**config.mk**
```make
export PLATFORM = sky130hd
export DESIGN_NAME = imem_loader
export DESIGN_NICKNAME = d
export VERILOG_FILES = /design/src/rtl/loader_pkg.sv /design/src/rtl/imem_loader_word_assembler.sv /design/src/rtl/imem_loader.sv
export SDC_FILE = /design/constraint.sdc
export NUM_CORES = 1
export LEC_CHECK = 0
export ABC_AREA = 0
export CAP_MARGIN = 40
export CORE_MARGIN = 5
export CORE_UTILIZATION = 45
export CTS_CLUSTER_SIZE = 8
export DETAILED_ROUTE_END_ITERATION = 10
export GPL_ROUTABILITY_DRIVEN = 0
export PLACE_DENSITY = 0.67
export SLEW_MARGIN = 15
export SYNTH_ARGS = -nofsm -noshare
export SYNTH_HDL_FRONTEND = slang
export SYNTH_SLANG_ARGS = --single-unit
export TNS_END_PERCENT = 1
```
**constraint.sdc**
```tcl
create_clock -name clk -period 6.5 [get_ports clk]
set_clock_uncertainty 0.2 [all_clocks]
set_input_delay 1.3 -clock clk [delete_from_list [all_inputs] [get_ports clk]]
set_output_delay 1.3 -clock clk [all_outputs]
set_load 0.02 [all_outputs]
```
**src/rtl/loader_pkg.sv**
```systemverilog
`default_nettype none
// ============================================================================
// Module   : loader_pkg
// Purpose  : Shared types and constants for the instruction-memory loader.
// Revision : 1.0
// ============================================================================
package loader_pkg;

    typedef enum logic [1:0] {
        ST_IDLE = 2'd0,
        ST_LEN  = 2'd1,
        ST_LOAD = 2'd2
    } state_t;

    localparam logic [7:0] LOAD_CMD   = 8'h4C;
    localparam logic [1:0] WSIZE_WORD = 2'b10;
    localparam int         NB_BYTE    = 8;

    // True when a word count does not fit in a memory of 2^(aw-2) words.
    function automatic logic len_oversize(input logic [7:0] n, input int aw);
        return int'(n) > (1 << (aw - 2));
    endfunction

endpackage : loader_pkg
`default_nettype wire

```
**src/rtl/imem_loader_word_assembler.sv**
```systemverilog
`default_nettype none
// ============================================================================
// Module   : word_assembler
// Purpose  : Little-endian byte-to-word packer with a lane counter and a
//            combinational word-ready strobe on the fourth byte.
// Revision : 1.0
// ============================================================================
module word_assembler
    import loader_pkg::*;
(
    input  logic                 clk,
    input  logic                 i_rst,
    input  logic                 i_clear,
    input  logic                 i_valid,
    input  logic [NB_BYTE-1:0]   i_byte,
    output logic [4*NB_BYTE-1:0] o_word,
    output logic                 o_word_ready
);

    logic [1:0]           r_byte_idx;
    logic [3*NB_BYTE-1:0] r_low;

    always_ff @(posedge clk) begin
        if (i_rst || i_clear) begin
            r_byte_idx <= 2'd0;
            r_low      <= '0;
        end else if (i_valid) begin
            r_byte_idx <= r_byte_idx + 2'd1;
            case (r_byte_idx)
                2'd0:    r_low[NB_BYTE-1:0]           <= i_byte;
                2'd1:    r_low[2*NB_BYTE-1:NB_BYTE]   <= i_byte;
                2'd2:    r_low[3*NB_BYTE-1:2*NB_BYTE] <= i_byte;
                default: r_low                        <= r_low;
            endcase
        end
    end

    // The top lane is never stored: the word is presented while its last byte arrives.
    assign o_word_ready = i_valid && (r_byte_idx == 2'd3);
    assign o_word       = {i_byte, r_low};

endmodule : word_assembler
`default_nettype wire

```
**src/rtl/imem_loader.sv**
```systemverilog
`default_nettype none
// ============================================================================
// Module   : imem_loader
// Purpose  : Frames a UART byte stream into instruction-memory word writes and
//            holds the core in reset while a program image is being loaded.
// Revision : 1.0
// ============================================================================
module imem_loader
    import loader_pkg::*;
#(
    parameter int IMEM_ADDR_WIDTH = 10,
    parameter int NB_INSTRUCTION  = 32,
    parameter int TIMEOUT_CYCLES  = 100000
) (
    input  logic                       clk,
    input  logic                       i_rst,
    input  logic [7:0]                 i_rx_data,
    input  logic                       i_rx_valid,
    output logic [NB_INSTRUCTION-1:0]  o_imem_data,
    output logic [IMEM_ADDR_WIDTH-1:0] o_imem_waddr,
    output logic                       o_imem_wen,
    output logic [1:0]                 o_mem_wsize,
    output logic                       o_cpu_en,
    output logic                       o_cpu_rst,
    output logic                       o_busy,
    output logic                       o_done,
    output logic                       o_err
);

    localparam int                TO_W      = $clog2(TIMEOUT_CYCLES + 1);
    localparam logic [TO_W-1:0]   c_to_last = TO_W'(TIMEOUT_CYCLES - 1);

    state_t                       r_state;
    state_t                       w_state_next;
    logic [7:0]                   r_words_left;
    logic [7:0]                   w_words_next;
    logic [IMEM_ADDR_WIDTH-1:0]   r_addr;
    logic [IMEM_ADDR_WIDTH-1:0]   w_addr_next;
    logic [TO_W-1:0]              r_to_cnt;
    logic [TO_W-1:0]              w_to_next;
    logic [NB_INSTRUCTION-1:0]    r_imem_data;
    logic [NB_INSTRUCTION-1:0]    w_data_next;
    logic [IMEM_ADDR_WIDTH-1:0]   r_imem_waddr;
    logic [IMEM_ADDR_WIDTH-1:0]   w_waddr_next;
    logic                         r_wen;
    logic                         w_wen_next;
    logic                         r_done;
    logic                         w_done_next;
    logic                         r_err;
    logic                         w_err_next;
    logic                         r_cpu_en;
    logic                         w_cpu_en_next;
    logic                         r_cpu_rst;
    logic                         w_cpu_rst_next;

    logic                         w_asm_valid;
    logic                         w_asm_clear;
    logic [NB_INSTRUCTION-1:0]    w_word;
    logic                         w_word_ready;
    logic                         w_timeout;

    assign w_asm_valid = i_rx_valid && (r_state == ST_LOAD);
    assign w_asm_clear = i_rx_valid && (r_state == ST_LEN);

    word_assembler u_word_assembler (
        .clk          (clk),
        .i_rst        (i_rst),
        .i_clear      (w_asm_clear),
        .i_valid      (w_asm_valid),
        .i_byte       (i_rx_data),
        .o_word       (w_word),
        .o_word_ready (w_word_ready)
    );

    // The counter already reads 1 in the cycle after a strobe, so matching
    // TIMEOUT_CYCLES-1 puts the registered error exactly TIMEOUT_CYCLES later.
    assign w_timeout = (r_to_cnt == c_to_last);

    always_ff @(posedge clk) begin
        if (i_rst) begin
            r_state      <= ST_IDLE;
            r_words_left <= '0;
            r_addr       <= '0;
            r_to_cnt     <= '0;
            r_imem_data  <= '0;
            r_imem_waddr <= '0;
            r_wen        <= 1'b0;
            r_done       <= 1'b0;
            r_err        <= 1'b0;
            r_cpu_en     <= 1'b0;
            r_cpu_rst    <= 1'b1;
        end else begin
            r_state      <= w_state_next;
            r_words_left <= w_words_next;
            r_addr       <= w_addr_next;
            r_to_cnt     <= w_to_next;
            r_imem_data  <= w_data_next;
            r_imem_waddr <= w_waddr_next;
            r_wen        <= w_wen_next;
            r_done       <= w_done_next;
            r_err        <= w_err_next;
            r_cpu_en     <= w_cpu_en_next;
            r_cpu_rst    <= w_cpu_rst_next;
        end
    end

    always_comb begin
        w_state_next   = r_state;
        w_words_next   = r_words_left;
        w_addr_next    = r_addr;
        w_to_next      = r_to_cnt;
        w_data_next    = r_imem_data;
        w_waddr_next   = r_imem_waddr;
        w_wen_next     = 1'b0;
        w_done_next    = 1'b0;
        w_err_next     = 1'b0;
        w_cpu_en_next  = r_cpu_en;
        w_cpu_rst_next = r_cpu_rst;

        // Core release lags the done pulse by one cycle; a new start byte overrides it.
        if (r_done) begin
            w_cpu_en_next  = 1'b1;
            w_cpu_rst_next = 1'b0;
        end

        case (r_state)
            ST_IDLE: begin
                w_to_next = '0;
                if (i_rx_valid && (i_rx_data == LOAD_CMD)) begin
                    w_state_next   = ST_LEN;
                    w_to_next      = TO_W'(1);
                    w_cpu_en_next  = 1'b0;
                    w_cpu_rst_next = 1'b1;
                end
            end
            ST_LEN: begin
                if (i_rx_valid) begin
                    w_to_next = TO_W'(1);
                    if (i_rx_data == 8'd0) begin
                        w_done_next  = 1'b1;
                        w_state_next = ST_IDLE;
                    end else if (len_oversize(i_rx_data, IMEM_ADDR_WIDTH)) begin
                        w_err_next   = 1'b1;
                        w_state_next = ST_IDLE;
                    end else begin
                        w_words_next = i_rx_data;
                        w_addr_next  = '0;
                        w_state_next = ST_LOAD;
                    end
                end else if (w_timeout) begin
                    w_err_next     = 1'b1;
                    w_state_next   = ST_IDLE;
                    w_cpu_en_next  = 1'b0;
                    w_cpu_rst_next = 1'b1;
                end else begin
                    w_to_next = r_to_cnt + TO_W'(1);
                end
            end
            ST_LOAD: begin
                if (i_rx_valid) begin
                    w_to_next = TO_W'(1);
                    if (w_word_ready) begin
                        w_data_next  = w_word;
                        w_waddr_next = r_addr;
                        w_wen_next   = 1'b1;
                        w_addr_next  = r_addr + IMEM_ADDR_WIDTH'(4);
                        w_words_next = r_words_left - 8'd1;
                        if (r_words_left == 8'd1) begin
                            w_done_next  = 1'b1;
                            w_state_next = ST_IDLE;
                        end
                    end
                end else if (w_timeout) begin
                    w_err_next     = 1'b1;
                    w_state_next   = ST_IDLE;
                    w_cpu_en_next  = 1'b0;
                    w_cpu_rst_next = 1'b1;
                end else begin
                    w_to_next = r_to_cnt + TO_W'(1);
                end
            end
            default: begin
                w_state_next = ST_IDLE;
            end
        endcase
    end

    assign o_imem_data  = r_imem_data;
    assign o_imem_waddr = r_imem_waddr;
    assign o_imem_wen   = r_wen;
    assign o_mem_wsize  = WSIZE_WORD;
    assign o_cpu_en     = r_cpu_en;
    assign o_cpu_rst    = r_cpu_rst;
    assign o_busy       = (r_state != ST_IDLE);
    assign o_done       = r_done;
    assign o_err        = r_err;

endmodule : imem_loader
`default_nettype wire
```
==> impl_metrics.yaml <==
status:
  status: "completed"
global_route:
  global_route_wire_length_before_repair_mm: 18.6
  grt_max_degree: 62
  grt_antenna_before_repair: 0
  globalRouteTotalUtil_pct: 17.9
  grt_pass1_vias: 3835
  overflow: 0
detailed_routing:
  route.vias.total: 4251
  detail_route.vias_per_cell: 5.59
  route.detailed.drc: 0
  post_drt_wl_per_cell_um: 14.7
  drt_wl_total_mm: 11.2
  drtIter0Drc: 254
  final_antenna_violating_net_count: 0
  drtPass1Iterations: 5
synthesis:
  post_synth_inst_count: 583
  synth_async_sr_flop_share_pct: 0
  synth_ff_type: "dfxtp_1"
  number_of_enable_flip_flop_cells_after_synthesis: 0
  netlist_area_um2: 4660
  synth_seq_cells: 106
  synth_cell_type_count: 56
  synth_sequential_area_ratio_pct: 45.6
  warnings_synthesis: 0
  post_synth.cell_area_avg_um2: 7.99
floorplan:
  total_die_area_um2: 12500
  die_y_um: 112
  top_level_ports: 61
  core_area_um2: 10200
  start_util_pct: 45.7
  num_rows: 37
  fp.dieW_um: 112
worst_hold_path:
  min_from: "o_imem_data[19]$_SDFFE_PP0P_"
  min_to: "o_imem_data[19]$_SDFFE_PP0P_"
  hold_path_depth: 2
  holdCritPathClass: "reg -> reg"
timing:
  timing.final.setup_violations: 0
  grt_setup_unrepaired: "no"
  max_freq_ghz: 0.300
  number_of_endpoints_with_negative_hold_slack_in_the_final_report: 0
  timing.final.max_slew_violations: 0
  layout_setup_ws_ps: 3170
  max_slew.worst_pin.slew_ps: 861
  worst_slew_margin_rel_pct: 42.4
  setup-tns-final_ps: 0
  period_minus_slack_ps: 3330
  layout_worst_path_cycle_share_pct: 51.2
setup_path:
  worst-setup-path-type: "in -> reg"
  critical_path.startpoint_type: "primary input"
  timing.rr.start: "r_state[0]$_SDFFE_PP0P_"
  worstReg2RegEnd: "r_addr[5]$_SDFFE_PP0P_"
  ff2ff_setup_slack_ps: 3750
  worstPathRequired_ps: 6610
  cp.arrival_ps: 3440
  worstSetupEndpointType: "register"
  timing.critical_path.fanout_max: 17
  timing.reg2reg.worst_path_depth: 6
placement:
  dp_slack_ps: 2820
  buffer_ports.inserted: 56
  dp_hpwl_mm: 7.71
  postPlaceCellArea_um2: 5260
cells_and_area:
  antenna_cells_inserted: 0
  number_of_nets_at_the_end_of_the_flow: 643
  postLayoutCoreUtil_pct: 53.6
  multi_input_area_um2: 2330
  syn_to_final_growth_pct: 17.3
  nFillCells: 977
  seq_area_um2: 2120
  final_layout_size_suffix_gt1_share_pct: 5.76
  final_design_area_no_fill_um2: 5460
clock_tree:
  clock_latency_at_the_later_pin_of_the_worst_skew_pair_ps: 380
  cts_buffer_depth: 2
  post_cts_buffers: 0
  ctsHoldBuffers: 0
  tritoncts: "built"
  tritoncts.num_buffers: 9
  h-tree-depth: 3
  cts_repair_resize_count: 0
  clock-root-buffer: "clkbuf_8"
  cts.clk_slew.worst_paths_ps: 110
  clock_sink_count: 106
pwr:
  power.density_nw_per_um2: 198
  leakagePower_nw: 1.76
  peakVddDrop_mv: 0.107
flow_run:
  max_cap_violations: 0
worst max-delay path by stage:
stage                                 start                            to  slack, ps  cells after the start
floorplan                      i_rx_data[7]  r_words_left[2]$_SDFFE_PP0P_       3620                      7
global placement               i_rx_data[7]        r_addr[5]$_SDFFE_PP0P_       2830                      5
detailed placement             i_rx_data[7]        r_addr[5]$_SDFFE_PP0P_       2820                      5
CTS                 r_state[0]$_SDFFE_PP0P_                        o_busy       3180                      4
global route                   i_rx_data[7]        r_addr[5]$_SDFFE_PP0P_       3120                      5
finish                         i_rx_data[7]        r_addr[5]$_SDFFE_PP0P_       3170                      5
placed cells by master (no fill, tap or decap), types with 6 or more instances in the layout:
| cell | instances |
|---|---|
| clkdlybuf4s50_1 | 55 |
| nor3_1 | 11 |
| o21ai_0 | 9 |
| a21oi_1 | 88 |
| nand2_1 | 141 |
| nand4_1 | 8 |
| clkbuf_8 | 9 |
| ha_1 | 12 |
| nor2_1 | 33 |
| xnor2_1 | 8 |
| nand3_1 | 33 |
| mux2i_1 | 8 |
| dfxtp_1 | 106 |
| nor4_1 | 7 |
| nand2b_1 | 6 |
| inv_1 | 14 |
synthesized netlist by cell type, types with 2 or more instances:
cell type / number / area [um^2]
nand2_1: 141 / 529
dfxtp_1: 106 / 2120
a21oi_1: 88 / 440
nand3_1: 33 / 165
nor2_1: 33 / 124
clkbuf_1: 27 / 101
inv_1: 14 / 52.6
ha_1: 12 / 150
nor3_1: 11 / 55.1
o21ai_0: 9 / 45.0
mux2i_1: 8 / 80.1
nand4_1: 8 / 50.1
xnor2_1: 8 / 70.1
nor4_1: 7 / 43.8
nand2b_1: 6 / 37.5
buf_4: 5 / 37.5
or4_1: 5 / 37.5
buf_2: 4 / 20.0
o31ai_1: 4 / 30.0
a21o_1: 3 / 22.5
nor2b_1: 3 / 18.8
o211ai_1: 3 / 22.5
a2111oi_0: 2 / 17.5
a211oi_1: 2 / 15.0
a21oi_2: 2 / 17.5
a22oi_1: 2 / 15.0
and3_1: 2 / 12.5
conb_1: 2 / 7.51
nand4b_1: 2 / 17.5
nor4b_1: 2 / 17.5
o311ai_0: 2 / 17.5
or4_4: 2 / 22.5
xor2_1: 2 / 17.5
report_power, final:
part | total, mW | switching [mW] | internal [mW]
sequential | 0.649 | 0.0000953 | 0.649
combinational | 0.0302 | 0.0226 | 0.00757
clock | 0.400 | 0.250 | 0.150
registers in the layout, indices dropped and copies added, names as in the netlist, 2 cells and up:
signal                       flops
u_word_assembler.r_byte_idx      2
o_imem_waddr                     8
r_words_left                     8
u_word_assembler.r_low          24
o_imem_data                     32
r_state                          2
r_to_cnt                        17
r_addr                           8
stage by stage:
step / hold WS (ps) / cells / total power [mW]
floorplan: 232 / 585 / 0.681
global placement: 242 / 744 / 0.693
detailed placement: 247 / 745 / 0.694
CTS: 257 / 761 / 1.08
global route: 275 / 761 / 1.12
finish: 259 / 761 / 1.08
routing by layer:
metal | track usage [%] | share of wire [%]
met1 | 22.8 | 45
met2 | 30.0 | 49
met3 | 4.51 | 5.2
met4 | 5.43 | 1.5
met5 | 0 | 0
logic make-up (layout without fill, tap and decap cells):
logic type	Yosys count	after routing	synth area share [%]
AND/OR/NAND/NOR	266	266	26.6
AO/OA/AOI/OAI	128	128	16.2
flip-flops	106	106	45.6
buffers and inverters	51	91	4.62
adder cells (fa/ha/maj)	12	12	3.22
XOR/XNOR	10	10	1.88
multiplexers	8	8	1.72
other	2	4	0.161
worst max-delay path, cell delays in order:
cell	delay, ps
clkdlybuf4s50_1	720
nor4_1	170
a311o_2	560
or4_1	540
a21oi_1	150
area by class of cell:
type | instances | area share (%)
clock inverter | 7 | 1.33
sequential | 106 | 38.9
inverter | 14 | 0.962
multi-input combinational | 428 | 42.6
tap | 136 | 3.12
timing repair buffer | 61 | 10.9
clock buffer | 9 | 2.27
No activity file was read; power rests on OpenSTA's default activity.
